**src/rtl/mips_pkg.sv**
```systemverilog
// mips_pkg: shared datapath constants and types for the write-back slice.
//   DATA_W   - datapath width
//   ADDR_W   - register address width
//   NUM_REGS - register file depth (2**ADDR_W)
//   CNT_W    - scoreboard in-flight counter width per register
package mips_pkg;

  localparam int unsigned DATA_W   = 32;
  localparam int unsigned ADDR_W   = 5;
  localparam int unsigned NUM_REGS = 2 ** ADDR_W;
  localparam int unsigned CNT_W    = 2;

  typedef logic [ADDR_W-1:0] reg_addr_t;
  typedef logic [DATA_W-1:0] word_t;
  typedef logic [CNT_W-1:0]  sb_cnt_t;

endpackage

```
**src/rtl/wb_scoreboard.sv**
```systemverilog
// wb_scoreboard: per-register count of in-flight writers, used by ID for RAW
// hazard detection.
//   clk, rst          - clock, asynchronous active-high reset
//   inc_i/inc_dest_i  - an issued instruction will write inc_dest_i (never r0)
//   dec_i/dec_dest_i  - a write to dec_dest_i retires this cycle (never r0)
//   src1_i, src2_i    - registers queried by ID
//   hz1_o, hz2_o      - RAW hazard flags for src1_i/src2_i (combinational)
//   sb_err_o          - sticky overflow/underflow flag (only with WB_SB_ERR_EN)
// Counters saturate at max and floor at zero. Macro: WB_SB_ERR_EN.
module wb_scoreboard
  import mips_pkg::*;
#(
  parameter int unsigned ADDR_W = mips_pkg::ADDR_W,
  parameter int unsigned CNT_W  = mips_pkg::CNT_W
) (
  input  logic              clk,
  input  logic              rst,
  input  logic              inc_i,
  input  logic [ADDR_W-1:0] inc_dest_i,
  input  logic              dec_i,
  input  logic [ADDR_W-1:0] dec_dest_i,
  input  logic [ADDR_W-1:0] src1_i,
  input  logic [ADDR_W-1:0] src2_i,
  output logic              hz1_o,
  output logic              hz2_o
`ifdef WB_SB_ERR_EN
  ,
  output logic              sb_err_o
`endif
);

  localparam int unsigned      NREGS   = 2 ** ADDR_W;
  localparam logic [CNT_W-1:0] CNT_MAX = '1;
  localparam logic [CNT_W-1:0] CNT_ONE = CNT_W'(1);

  logic [CNT_W-1:0] cnt_q [NREGS];
  logic [CNT_W-1:0] cnt_d [NREGS];

  // Matching inc and dec on one register cancel; saturation/floor make
  // overflow and underflow no-ops on the count.
  always_comb begin
    for (int unsigned r = 0; r < NREGS; r++) begin
      cnt_d[r] = cnt_q[r];
      if (r != 0) begin
        if (inc_i && inc_dest_i == ADDR_W'(r) &&
            !(dec_i && dec_dest_i == ADDR_W'(r))) begin
          if (cnt_q[r] != CNT_MAX) cnt_d[r] = cnt_q[r] + CNT_ONE;
        end else if (dec_i && dec_dest_i == ADDR_W'(r) &&
                     !(inc_i && inc_dest_i == ADDR_W'(r))) begin
          if (cnt_q[r] != '0) cnt_d[r] = cnt_q[r] - CNT_ONE;
        end
      end else begin
        cnt_d[r] = '0;
      end
    end
  end

  always_ff @(posedge clk or posedge rst) begin
    if (rst) begin
      for (int unsigned r = 0; r < NREGS; r++) cnt_q[r] <= '0;
    end else begin
      for (int unsigned r = 0; r < NREGS; r++) cnt_q[r] <= cnt_d[r];
    end
  end

  // A write retiring this cycle lands in the register file at the negedge,
  // ahead of the ID/EX capture, so it no longer counts against its own
  // register. The subtraction floors at zero so an underflowing retire never
  // raises a spurious hazard.
  always_comb begin
    hz1_o = (src1_i != '0) && (cnt_q[src1_i] != '0) &&
            !(dec_i && dec_dest_i == src1_i && cnt_q[src1_i] == CNT_ONE);
    hz2_o = (src2_i != '0) && (cnt_q[src2_i] != '0) &&
            !(dec_i && dec_dest_i == src2_i && cnt_q[src2_i] == CNT_ONE);
  end

`ifdef WB_SB_ERR_EN
  logic ovf, udf;
  logic sb_err_q, sb_err_d;

  always_comb begin
    ovf      = inc_i && (cnt_q[inc_dest_i] == CNT_MAX) &&
               !(dec_i && dec_dest_i == inc_dest_i);
    udf      = dec_i && (cnt_q[dec_dest_i] == '0) &&
               !(inc_i && inc_dest_i == dec_dest_i);
    sb_err_d = sb_err_q | ovf | udf;
  end

  always_ff @(posedge clk or posedge rst) begin
    if (rst) sb_err_q <= 1'b0;
    else     sb_err_q <= sb_err_d;
  end

  assign sb_err_o = sb_err_q;
`endif

endmodule

```
**src/rtl/wb_stage.sv**
```systemverilog
// wb_stage: write-back pipeline register in front of the register file.
// Registers MEM results, selects ALU result or load data, and drives the
// register-file write port; a scoreboard supplies RAW hazard flags to ID.
//   clk, rst                   - clock, asynchronous active-high reset
//   freeze                     - SRAM stall: capture a bubble this cycle
//   mem_valid/mem_wb_en/mem_r_en, mem_dest, mem_alu, mem_rdata - MEM results
//   iss_valid/iss_wb_en, iss_dest - instruction issued by ID this cycle
//   src1, src2                 - ID source registers under query
//   dest, Write_val, Write_En  - register-file write port (Write_En one pulse)
//   hz1, hz2                   - RAW hazard on src1/src2 (combinational)
//   sb_err                     - sticky scoreboard error (only with WB_SB_ERR_EN)
// Macro: WB_SB_ERR_EN adds the sb_err port.
module wb_stage
  import mips_pkg::*;
#(
  parameter int unsigned DATA_W = mips_pkg::DATA_W,
  parameter int unsigned ADDR_W = mips_pkg::ADDR_W,
  parameter int unsigned CNT_W  = mips_pkg::CNT_W
) (
  input  logic              clk,
  input  logic              rst,
  input  logic              freeze,
  input  logic              mem_valid,
  input  logic              mem_wb_en,
  input  logic              mem_r_en,
  input  logic [ADDR_W-1:0] mem_dest,
  input  logic [DATA_W-1:0] mem_alu,
  input  logic [DATA_W-1:0] mem_rdata,
  input  logic              iss_valid,
  input  logic              iss_wb_en,
  input  logic [ADDR_W-1:0] iss_dest,
  input  logic [ADDR_W-1:0] src1,
  input  logic [ADDR_W-1:0] src2,
  output logic [ADDR_W-1:0] dest,
  output logic [DATA_W-1:0] Write_val,
  output logic              Write_En,
  output logic              hz1,
  output logic              hz2
`ifdef WB_SB_ERR_EN
  ,
  output logic              sb_err
`endif
);

  logic [ADDR_W-1:0] dest_q, dest_d;
  logic [DATA_W-1:0] wval_q, wval_d;
  logic              wen_q,  wen_d;
  logic              sb_inc;

  // A frozen or empty cycle holds dest/value and drops the enable, so each
  // instruction pulses Write_En exactly once.
  always_comb begin
    dest_d = dest_q;
    wval_d = wval_q;
    wen_d  = 1'b0;
    if (!freeze && mem_valid) begin
      dest_d = mem_dest;
      wval_d = mem_r_en ? mem_rdata : mem_alu;
      wen_d  = mem_wb_en && (mem_dest != '0);
    end
  end

  always_ff @(posedge clk or posedge rst) begin
    if (rst) begin
      dest_q <= '0;
      wval_q <= '0;
      wen_q  <= 1'b0;
    end else begin
      dest_q <= dest_d;
      wval_q <= wval_d;
      wen_q  <= wen_d;
    end
  end

  assign sb_inc    = iss_valid && iss_wb_en && (iss_dest != '0);
  assign dest      = dest_q;
  assign Write_val = wval_q;
  assign Write_En  = wen_q;

  wb_scoreboard #(
    .ADDR_W (ADDR_W),
    .CNT_W  (CNT_W)
  ) u_sb (
    .clk        (clk),
    .rst        (rst),
    .inc_i      (sb_inc),
    .inc_dest_i (iss_dest),
    .dec_i      (wen_q),
    .dec_dest_i (dest_q),
    .src1_i     (src1),
    .src2_i     (src2),
    .hz1_o      (hz1),
    .hz2_o      (hz2)
`ifdef WB_SB_ERR_EN
    ,
    .sb_err_o   (sb_err)
`endif
  );

endmodule
```
**config.mk**
```make
export PLATFORM = sky130hd
export DESIGN_NAME = wb_stage
export DESIGN_NICKNAME = d
export VERILOG_FILES = /design/src/rtl/mips_pkg.sv /design/src/rtl/wb_scoreboard.sv /design/src/rtl/wb_stage.sv
export SDC_FILE = /design/constraint.sdc
export NUM_CORES = 1
export LEC_CHECK = 0
export CORE_MARGIN = 10
export CORE_UTILIZATION = 28
export DETAILED_ROUTE_END_ITERATION = 12
export GPL_TIMING_DRIVEN = 0
export PLACE_DENSITY = 0.5
export SLEW_MARGIN = 5
export SYNTH_ARGS = -nofsm -noshare
export SYNTH_HDL_FRONTEND = slang
export SYNTH_SLANG_ARGS = --single-unit
```
**constraint.sdc**
```tcl
create_clock -name clk -period 4.95 [get_ports clk]
set_clock_uncertainty 0.2 [all_clocks]
set_input_delay 0.495 -clock clk [delete_from_list [all_inputs] [get_ports clk]]
set_output_delay 0.495 -clock clk [all_outputs]
set_load 0.005 [all_outputs]
```
-- Word level (Yosys, flattened, before mapping)
Cells that the tools add are included.
Widths: inputs -> output; s select.
- register bits: 100
- output and inout port bits: 40
- word-level logic and storage cells: 691
- bits of input ports: 92
- $lt $le $gt $ge: 2
- equal/unequal tests: 128
- mux-type cells: 132
- reductions and logical operators: 331
- bitwise logic cells: 2
- $add $sub $neg: 62
- operators by type and width (kind ; number):
    $mux 2 ; 128
    $reduce_bool 2->1 ; 95
    $eq 5x5->1 const B ; 32
    $logic_and 1x1->1 ; 136
    $ne 2x2->1 const B ; 62
    $reduce_and 3->1 ; 31
    $eq 5x4->1 const B ; 16
    $logic_not 1->1 ; 65
    $add 2x1->2 const B ; 31
    $sub 2x1->2 const B ; 31
    $eq 5x3->1 const B ; 8
    $mux 32 ; 1
    $bmux 2 s5 ; 2
    $eq 5x2->1 const B ; 4
    $reduce_bool 5->1 ; 4
    $ge 6x6->1 const B ; 2
    $not 5->6 ; 2
    $eq 5x1->1 const B ; 2
    $eq 5x5->1 ; 2
    $eq 2x1->1 const B ; 2
    $mux 1 ; 1

-- Longest topological paths before layout
- depth after elaboration: 8
- gate-level depth with buffers: 7

-- By module
A second synthesis with hierarchy kept.
- cells, all modules: 646
- area, all modules: 7028.0 um2
- by module, submodules not included (module ; area each (um2) ; times used ; cells an instance):
    wb_scoreboard ; 4926.0 ; 1 ; 525
    wb_stage ; 2102.0 ; 1 ; 121

-- Least setup slack after synthesis
No wires, ideal clock.
- kind: in2out
- start: input src1[0]
- end: output hz1
- data arrival time: 2.123 ns
- setup slack: 2.132 ns
- stages on the path: 5
- cell sequence: buf_6 -> mux4_1 -> mux4_2 -> a21o_1 -> a221o_1
- word-level cells in the longest chain between the ends: 8
- elaborated cells on any way between the ends: 13
- classes of those cells: 2 x eq/ne; 3 x mux; 1 x bitwise; 7 x reduce/logical
- ends and longest elaborated chain (element ; line ; source):
    start: declaration ; wb_stage.sv:32 ; input logic [ADDR_W-1:0] src1,
    $not 5->6 (implied by the code) ; wb_scoreboard.sv:71, wb_scoreboard.sv:72 ;
    $bmux 2 s5 ; wb_scoreboard.sv:71, wb_scoreboard.sv:72 ;
    $mux 2 (implied by the code) (2 in series) ; wb_scoreboard.sv:71, wb_scoreboard.sv:72 ;
    $eq 2x1->1 ; wb_scoreboard.sv:72 ; !(dec_i && dec_dest_i == src1_i && cnt_q[src1_i] == CNT_ONE);
    $logic_and 1x1->1 ; wb_scoreboard.sv:72 ;
    $logic_not 1->1 ; wb_scoreboard.sv:72 ;
    $logic_and 1x1->1 (*) ; wb_scoreboard.sv:71 ; hz1_o = (src1_i != '0) && (cnt_q[src1_i] != '0) &&
    end: declaration ; wb_stage.sv:37 ; output logic hz1,
Mark *: on every way between the ends. The rest lies on a longest branch, timed or not. The select of a mux whose other input is x is not followed.

-- Worst setup path after layout
- start: input src1[2]
- end: output hz1
The elaborated chain is that of the path after synthesis.

==> flow_summary.ini <==
[flow_run]
max_cap_viol_count = 0

[place]
portBuffers = 126
dp_hpwl_um = 17400
place_area_um2 = 8240
routabilityCongestion = 0.874

[critical_path]
worstSetupStartpointType = input pin
r2r_slack_ns = 2.46
crit_chain = clkdlybuf4s50_1 > buf_1 > mux4_2 > mux2_2 > nand2_1 > o21ai_0 > a221o_1 > clkdlybuf4s50_1
cp_top_family = buffers and inverters
cp.required_ns = 4.26
path_class = in -> out
arrival_ns = 3.50
critPathMostFrequentCell = clkdlybuf4s50_1
crit_buf_inv = 3
r2r-end = u_sb.cnt_q[8]
cpPeakStageDelay_ns = 0.69
cp_slowest_cell = clkdlybuf4s50_1
reg2reg_depth = 6
cp-end-kind = primary output
r2r-start = dest[1]
worstPathMaxFanout = 10

[clock_tree]
ctsHoldBuffers = 0
cts_tree = built
cts_inserted_buffers = 9
cts_resized = 0
htreeDepth = 3
cts.sinks = 100
path_clk_slew_ns = 0.08
clk_latency_ns = 0.37
postCtsSetupBuffers = 0
root_buffer = clkbuf_16
cts_max_path_buffers = 2

[floorplan]
dieWidth_um = 173
pin_count = 132
die_h_um = 173
core_um2 = 22800
initial_core_util_pct = 28.7
row_count = 55
dieArea_um2 = 29900

[logic_synthesis]
ys_types = 49
synth-edff-count = 0
synth_top_flop_cell = dfrtp_1
yosysTopAreaCell = dfrtp_1
synth_warnings = 0
synth-seq-cells = 100
avgSynthCellArea_um2 = 9.12
async_reset_ff_share_pct = 100
syn_nets = 811
ys_seq_area_share_pct = 38.2
syn_area_um2 = 6560
synth.area.top_cells = dfrtp_1, mux2i_1, mux4_2
post-synth-top-area-fraction_pct = 38.2
syn_inst = 719

[final_layout]
area_growth_pct = 30.1
nFillCells = 2395
final_area_um2 = 8530
nets = 949
layout.cells.most_common_list = clkdlybuf4s50_1, dfrtp_1, nor2_1
n_antenna_cell = 0
final_common_cell = clkdlybuf4s50_1
drive_above_1_share_pct = 8.24
utilization_pct = 37.4

[global_route]
grt_max_degree = 65
grt_pass1_vias = 5962
grt_pass1_wl_um = 35100
antenna_found_initial = 0
grt_overflow_total = 0
track_usage_pct = 14.8

[timing]
final_max_slew_viol_count = 0
period_share_pct = 84.7
tightest_slew_ns = 0.756
rsz0062_at_grt = false
max_freq_ghz = 0.239
setup_violations = 0
slew_headroom_pct = 49.1
min_period_ns = 4.19
hold_violations = 0

[pwr]
ir_drop_mv = 0.169
power.density_nw_per_um2 = 295
leakage_nw = 3.35

[worst_hold_path]
hold_path_class = reg -> reg
min_delay_path_depth = 2
holdCritStartpoint = Write_val[20]
min_to = Write_val[20]

[drt]
drtPass1Iterations = 5
drtIter0Drc = 467
wire_per_inst_um = 19.2
wl_um = 22600
drc = 0
ant_nets = 0
vias = 5955
viasPerCell = 5.07

[outcome]
status = finished, final reports clean
## tightest hold or removal path: cells and delay by family (launching register included)
kind / cells / cell delay [ns]
AO/OA/AOI/OAI: 1 / 0.06
AND/OR/NAND/NOR: 1 / 0.04
flip-flops: 1 / 0.34
## state kept, by name, summed over array words and instances, names as in the netlist
name	flops
Write_En	1
dest	5
u_sb.cnt_q	62
Write_val	32
## layout make-up
type                       count  area, um2  share of cell area, %
buffer                        41        166                   1.95
clock buffer                   9        225                   2.64
clock inverter                 7       65.1                  0.762
inverter                      21       83.8                  0.982
multi-input combinational    557       3810                   44.7
sequential                   100       2500                   29.3
tap                          313        392                   4.59
timing repair buffer         127       1290                   15.1
## metal layers
metal	wire (um)	vias up	share of wire [%]	GRT usage (%)
li1	-	2890	-	-
met1	10300	2814	46	19.1
met2	9720	233	43	22.4
met3	2170	18	9.6	6.14
met4	336	0	1.5	3.99
met5	0	-	0	0
## through the flow
| step | total power [mW] | cells | hold WS, ns | setup WS, ns | setup TNS, ns |
|---|---|---|---|---|---|
| after floorplan | 1.46 | 719 | 0.266 | 1.64 | 0 |
| after global placement | 1.80 | 1158 | 0.260 | -0.420 | -41.32 |
| after detailed placement | 1.81 | 1159 | 0.269 | 0.766 | 0 |
| after CTS | 2.55 | 1175 | 0.288 | 0.756 | 0 |
| after global routing | 2.68 | 1175 | 0.313 | 0.614 | 0 |
| final | 2.52 | 1175 | 0.277 | 0.760 | 0 |
## Yosys cell counts, drive strengths merged (3+ instances only)
cell and number:
mux2i 45, and2 5, o41ai 9, and3 3, buf 10, a21oi 36, nand2 85, o211ai 12
nor3 22, nand4b 3, nand3b 3, dfrtp 100, a221o 6, nand2b 6, or2 6, nor2b 7
nor2 90, a21boi 13, nor3b 13, mux4 27, o21ai 72, nand3 18, o21bai 13, mux2 22
inv 21, xor2 8, nand4bb 3, clkbuf 31, nor4 4, a211oi 4
## cells by family after synthesis
logic type,count (synthesis),synth area share [%]
AND/OR/NAND/NOR,275,19.6
AO/OA/AOI/OAI,178,16.7
flip-flops,100,38.2
multiplexers,94,20.4
buffers and inverters,62,3.74
XOR/XNOR,10,1.34
## power by group
part,leakage [nW],switching (mW),internal [mW]
Combinational,1.97,0.313,0.385
Clock,0.146,0.369,0.356
Sequential,1.23,0.149,0.944
## how the worst max path moves through the flow
stage                                end  startpoint  slack, ns  depth (start not counted)
after floorplan                 Write_En         rst       1.64                          1
after detailed placement             hz1     src1[2]       0.77                          8
final                                hz1     src1[2]       0.76                          8
after CTS                            hz1     src1[2]       0.76                          8
after global placement    u_sb.cnt_q[12]         rst      -0.42                          2
after global routing                 hz1     src1[1]       0.61                          8
Power figures use the tool's default switching activity.
